==> src/rtl/pipe_ctrl_pkg.sv <==
// Shared definitions for the MEM-stage sequencing controller: FSM state
// encoding, the default memory timeout and the hard-wired zero register.
package pipe_ctrl_pkg;

  typedef enum logic [1:0] {
    IDLE   = 2'd0,
    ACCESS = 2'd1,
    DONE   = 2'd2
  } state_t;

  localparam int         TIMEOUT_DEFAULT = 255;
  localparam logic [4:0] REG_ZERO        = 5'd0;

endpackage

==> src/rtl/pipe_mem_ctrl_hazard_detect.sv <==
// Load-use comparator: flags an ID-stage source that matches the destination
// of a load sitting in ID/EX. Register zero never creates a dependency.
module hazard_detect
  import pipe_ctrl_pkg::*;
(
  input  logic       ex_memread,
  input  logic [4:0] ex_rt,
  input  logic [4:0] id_rs,
  input  logic [4:0] id_rt,
  output logic       lu
);

  assign lu = ex_memread & (ex_rt != REG_ZERO) & ((ex_rt == id_rs) | (ex_rt == id_rt));

endmodule

==> src/rtl/pipe_mem_ctrl.sv <==
// MEM-stage sequencing controller: data-memory handshake FSM, held load data
// and load-use stall gating. Define MEM_TIMEOUT_EN to enable the ACCESS timeout.
module pipe_mem_ctrl
  import pipe_ctrl_pkg::*;
#(
  parameter int TIMEOUT = TIMEOUT_DEFAULT,
  parameter int CNT_W   = 8
) (
  input  logic        clk,
  input  logic        rst_n,
  input  logic        mem_valid,
  input  logic        mem_read,
  input  logic        mem_write,
  output logic        dmem_req,
  output logic        dmem_we,
  input  logic        dmem_ack,
  input  logic [31:0] dmem_rdata,
  output logic [31:0] rd_data,
  input  logic        ex_memread,
  input  logic [4:0]  ex_rt,
  input  logic [4:0]  id_rs,
  input  logic [4:0]  id_rt,
  output logic        pipe_hold,
  output logic        wb_bubble,
  output logic        lu_hold,
  output logic        idex_flush,
  output logic        err
);

  state_t      r_state;
  state_t      w_nextState;
  logic        w_op;
  logic        w_lu;
  logic        w_timeout;
  logic        w_err;
  logic [31:0] r_rdData;

  assign w_op = mem_valid & (mem_read | mem_write);

`ifdef MEM_TIMEOUT_EN
  logic [CNT_W-1:0] r_cnt;
  logic             r_err;

  assign w_timeout = (r_state == ACCESS) && !dmem_ack && (r_cnt == CNT_W'(TIMEOUT - 1));
  assign w_err     = r_err;

  // Counter restarts whenever a new op enters ACCESS; err is sticky until reset.
  always_ff @(posedge clk or negedge rst_n) begin
    if (!rst_n) begin
      r_cnt <= '0;
      r_err <= 1'b0;
    end else begin
      if (r_state == IDLE && w_op)
        r_cnt <= '0;
      else if (r_state == ACCESS && !dmem_ack)
        r_cnt <= r_cnt + 1'b1;
      if (w_timeout)
        r_err <= 1'b1;
    end
  end
`else
  logic [CNT_W-1:0] w_unusedTimeout;

  assign w_unusedTimeout = CNT_W'(TIMEOUT);
  assign w_timeout       = 1'b0;
  assign w_err           = 1'b0;
`endif

  always_ff @(posedge clk or negedge rst_n) begin
    if (!rst_n)
      r_state <= IDLE;
    else
      r_state <= w_nextState;
  end

  always_comb begin
    w_nextState = r_state;
    case (r_state)
      IDLE:    if (w_op) w_nextState = ACCESS;
      ACCESS:  if (dmem_ack || w_timeout) w_nextState = DONE;
      DONE:    w_nextState = IDLE;
      default: w_nextState = IDLE;
    endcase
  end

  always_comb begin
    dmem_req  = 1'b0;
    dmem_we   = 1'b0;
    pipe_hold = 1'b0;
    wb_bubble = 1'b0;
    case (r_state)
      IDLE: begin
        pipe_hold = w_op;
        wb_bubble = w_op;
      end
      ACCESS: begin
        dmem_req  = 1'b1;
        dmem_we   = mem_write;
        pipe_hold = 1'b1;
        wb_bubble = 1'b1;
      end
      default: ;
    endcase
  end

  // A timed-out load delivers zero rather than whatever is on the bus.
  always_ff @(posedge clk or negedge rst_n) begin
    if (!rst_n)
      r_rdData <= '0;
    else if (r_state == ACCESS) begin
      if (w_timeout)
        r_rdData <= '0;
      else if (dmem_ack && mem_read)
        r_rdData <= dmem_rdata;
    end
  end

  hazard_detect u_hazard (
    .ex_memread (ex_memread),
    .ex_rt      (ex_rt),
    .id_rs      (id_rs),
    .id_rt      (id_rt),
    .lu         (w_lu)
  );

  // A memory stall freezes ID/EX anyway, so the load-use bubble waits for it.
  assign lu_hold    = w_lu & ~pipe_hold;
  assign idex_flush = w_lu & ~pipe_hold;
  assign rd_data    = r_rdData;
  assign err        = w_err;

endmodule

==> config.mk <==
export PLATFORM = sky130hd
export DESIGN_NAME = pipe_mem_ctrl
export DESIGN_NICKNAME = d
export VERILOG_FILES = /design/src/rtl/pipe_ctrl_pkg.sv /design/src/rtl/pipe_mem_ctrl_hazard_detect.sv /design/src/rtl/pipe_mem_ctrl.sv
export SDC_FILE = /design/constraint.sdc
export NUM_CORES = 1
export LEC_CHECK = 0
export CAP_MARGIN = 20
export CELL_PAD_IN_SITES_DETAIL_PLACEMENT = 1
export CELL_PAD_IN_SITES_GLOBAL_PLACEMENT = 1
export CORE_UTILIZATION = 29
export DETAILED_ROUTE_END_ITERATION = 10
export GPL_TIMING_DRIVEN = 0
export PLACE_DENSITY_LB_ADDON = 0.1
export SETUP_SLACK_MARGIN = 0.1
export SLEW_MARGIN = 30
export SYNTH_ARGS = -nofsm -noshare
export SYNTH_HDL_FRONTEND = slang
export SYNTH_SLANG_ARGS = --single-unit
==> constraint.sdc <==
create_clock -name clk -period 1.95 [get_ports clk]
set_clock_uncertainty 0.15 [all_clocks]
set_input_delay 0.39 -clock clk [delete_from_list [all_inputs] [get_ports clk]]
set_output_delay 0.39 -clock clk [all_outputs]
set_load 0.1 [all_outputs]
==> metrics.md <==
| Metric | Value |
|---|---|
| Vias in the first global route | `1330` |
| Synth cell types | `20` |
| Core area | `0.00524 mm2` |
| Async set-reset flop share out of synthesis | `100%` |
| Final setup vio count | `2` |
| Routability Congestion | `0.723` |
| Pwr per Cell Area | `1660 mW/mm2` |
| Slew headroom | `62.9%` |
| Slew @ Worst Pin | `0.560 ns` |
| Clock root cell | `clkbuf_8` |
| Mapped Area | `0.00161 mm2` |
| Largest net degree at the start of global routing | `30` |
| Routed Antenna Nets | `0` |
| Critical Path End Type | `output pin` |
| Top post-synthesis cells by count | `dfrtp_1, mux2_4, xor2_1, xnor2_1` |
| Fillcell total | `526` |
| Layout area overhead | `79.7%` |
| Synth Warn # | `0` |
| Sw Share | `56.2%` |
| Top cell type's share of synthesized area | `52.9%` |
| FP Rows | `26` |
| Drt pass-1 iters | `4` |
| WL met1 | `1.69 mm` |
| Layout cell share with drive strength beyond 1 | `56.4%` |
| Final Util | `55.2%` |
| Comb pwr share | `65.5%` |
| Kind of critical path | `in -> out` |
| Final worst-path cycle share | `111%` |
| Met3 WL | `247 um` |
| Highest fanout seen on the critical path | `3` |
| H-tree Lvls | `2` |
| Final Hold Viols | `0` |
| Violated checks | `setup timing` |
| Die Ht | `76.5 um` |
| Die width | `76.5 um` |
| Clock power share | `11.2%` |
| Max-cap violations | `0` |
| Max Buffers Root-to-Sink | `2` |
| R2R setup slack | `0.37 ns` |
| I/O pin cnt | `93` |
| Post-layout net count | `255` |
| Arrival @ worst endpoint | `1.62 ns` |
| Worst Slack Setup Final | `-0.215 ns` |
| Met2 Wirelength | `2.04 mm` |
| WL/cell | `14.9 um` |
| Highest routed layer | `met4` |
| Hold/Removal Path Class | `in -> async` |
| Initial Utilization | `30.7%` |
| CTS tree | `done` |
| Total length of routed wires | `4.05 mm` |
| Synth Register Bits | `34` |
| Highest clock rate | `462 MHz` |
| DR vias | `1164` |
| Non-Filler Instances | `272` |
| Switching pwr | `2.69 mW` |
| ANT cells | `0` |
| Final min period | `2.16 ns` |
| PortBufs | `91` |
| Int Pwr | `2.10 mW` |
| Vias/cell | `4.28` |
| Outcome | `finished, violations left` |
| Synth area leaders | `dfrtp_1, mux2_4, buf_12, xor2_1, xnor2_1` |
| Sink Count | `34` |
| Post-synth EDFFs | `0` |
| Unrepaired setup endpoints after global routing | `yes` |
| Clk slew on worst S/H paths | `0.07 ns` |
| Inst Count DP | `261` |
| Critical Path RT | `1.41 ns` |
| Most frequent cell after synthesis | `dfrtp_1` |
| Post-synthesis cell count | `99` |
| Pwr Total | `4.79 mW` |
| Clock network latency to the later pin of the worst-skew pair | `0.28 ns` |
| First-pass GRT wire length | `6.73 mm` |
| GRT Total Usage | `15.1%` |
| Cell taking the most area after synthesis | `dfrtp_1` |
| Avg Cell Area, Syn | `16.2 um2` |
| Syn_nets | `153` |
| Initial DRC Count | `29` |
| Sequential area share after synthesis | `52.9%` |
| Setup TNS | `-0.389 ns` |
| Max-slew violation count | `0` |
| Leak | `1.34 nW` |
| Max IR drop VDD | `0.796 mV` |
| Initial antenna violation count | `0` |
| DR DRC count | `0` |
| TritonCTS Buffers | `5` |
| Worst setup SP type | `primary input` |
| Worst Reg-to-Reg Cells | `5` |
| DIE AREA | `0.00585 mm2` |
| Overflow after GRT | `0` |
| DP HPWL | `3.09 mm` |
| Flop pwr share | `23.3%` |
| Top FF cell, synth | `dfrtp_1` |
[per-layer routing]
layer  global-route usage (%)  vias up
met5                        0        -
met4                     6.35        0
met3                     4.55        6
met2                     26.6       57
met1                     16.8      565
li1                         -      536
[timing repair]
action,CTS,global route
setup endpoints to repair,38,5
hold buffers,1,0
gates cloned,0,0
gates resized for setup,201,11
hold endpoints to repair,5,0
pin swaps,15,4
setup buffers,2,0
[registers in the layout, summed over array words and instances, names as in the netlist]
| register | flops |
|---|---|
| rd_data | 32 |
| r_state | 2 |
[cells by family after synthesis]
kind of cell / after synthesis / share of synthesized area (%)
flops: 34 / 52.9
mux: 33 / 30.1
xor+xnor: 10 / 5.45
simple gates: 10 / 4.51
buf+inv: 7 / 5.37
compound gates: 4 / 1.40
other cells: 1 / 0.233
[worst paths after layout]
check | from | end
max | ex_rt[3] | lu_hold
min | rst_n | rd_data[20]$_DFFE_PN0P_
max reg2reg | r_state[1]$_DFFE_PN0P_ | rd_data[15]$_DFFE_PN0P_
min reg2reg | rd_data[13]$_DFFE_PN0P_ | rd_data[13]$_DFFE_PN0P_
max in group asynchronous | rst_n | r_state[1]$_DFFE_PN0P_
min in group clk | rd_data[13]$_DFFE_PN0P_ | rd_data[13]$_DFFE_PN0P_
[power by group through the flow]
stage	logic [mW]	clock network, mW	registers [mW]
final	3.14	0.537	1.12
after CTS	3.14	0.559	1.12
after global routing	3.22	0.583	1.15
after global placement	3.17	0	1.10
after floorplan	0.592	0	2.96
after detailed placement	3.19	0	1.13
[layout make-up]
cell class | count | area, um2 | share of cell area (%)
buffer | 6 | 108 | 3.72
multi-input combinational | 58 | 739 | 25.6
clock buffer | 7 | 86.3 | 2.99
tap | 70 | 87.6 | 3.03
inverter | 1 | 3.75 | 0.130
timing repair buffer | 95 | 1010 | 34.9
clock inverter | 1 | 5.00 | 0.173
sequential | 34 | 852 | 29.5
[worst max-delay path: stages]
cell and delay (ns):
dlygate4sd2_1 0.27, or4_4 0.44, o21ai_4 0.18, a211oi_4 0.06, buf_12 0.13, buf_12 0.15
[placed cells by master, fill, tap and decap left out, drive strengths merged]
master / n
nand2: 1
o21ai: 2
nand3: 2
xnor2: 4
conb: 1
nor2b: 1
inv: 1
clkdlybuf4s15: 35
nor2: 1
a21oi: 1
or4: 1
xor2: 6
nor3: 2
dfrtp: 34
a211oi: 1
and2: 2
clkdlybuf4s50: 34
mux2: 33
buf: 25
clkbuf: 7
dlygate4sd2: 6
dlygate4sd3: 1
clkinv: 1
[metrics by stage]
step           hold WS [ns]  instance area (um2)  worst slack (ns)
2_1_floorplan       -0.0556                 1670            -0.663
3_3_place_gp          0.341                 2670             -1.56
3_5_place_dp         0.0831                 2680             -1.59
4_1_cts               0.311                 2850            -0.236
5_1_grt               0.326                 2890            -0.270
6_report              0.318                 2890            -0.215
(Power assumes the default switching activity.)
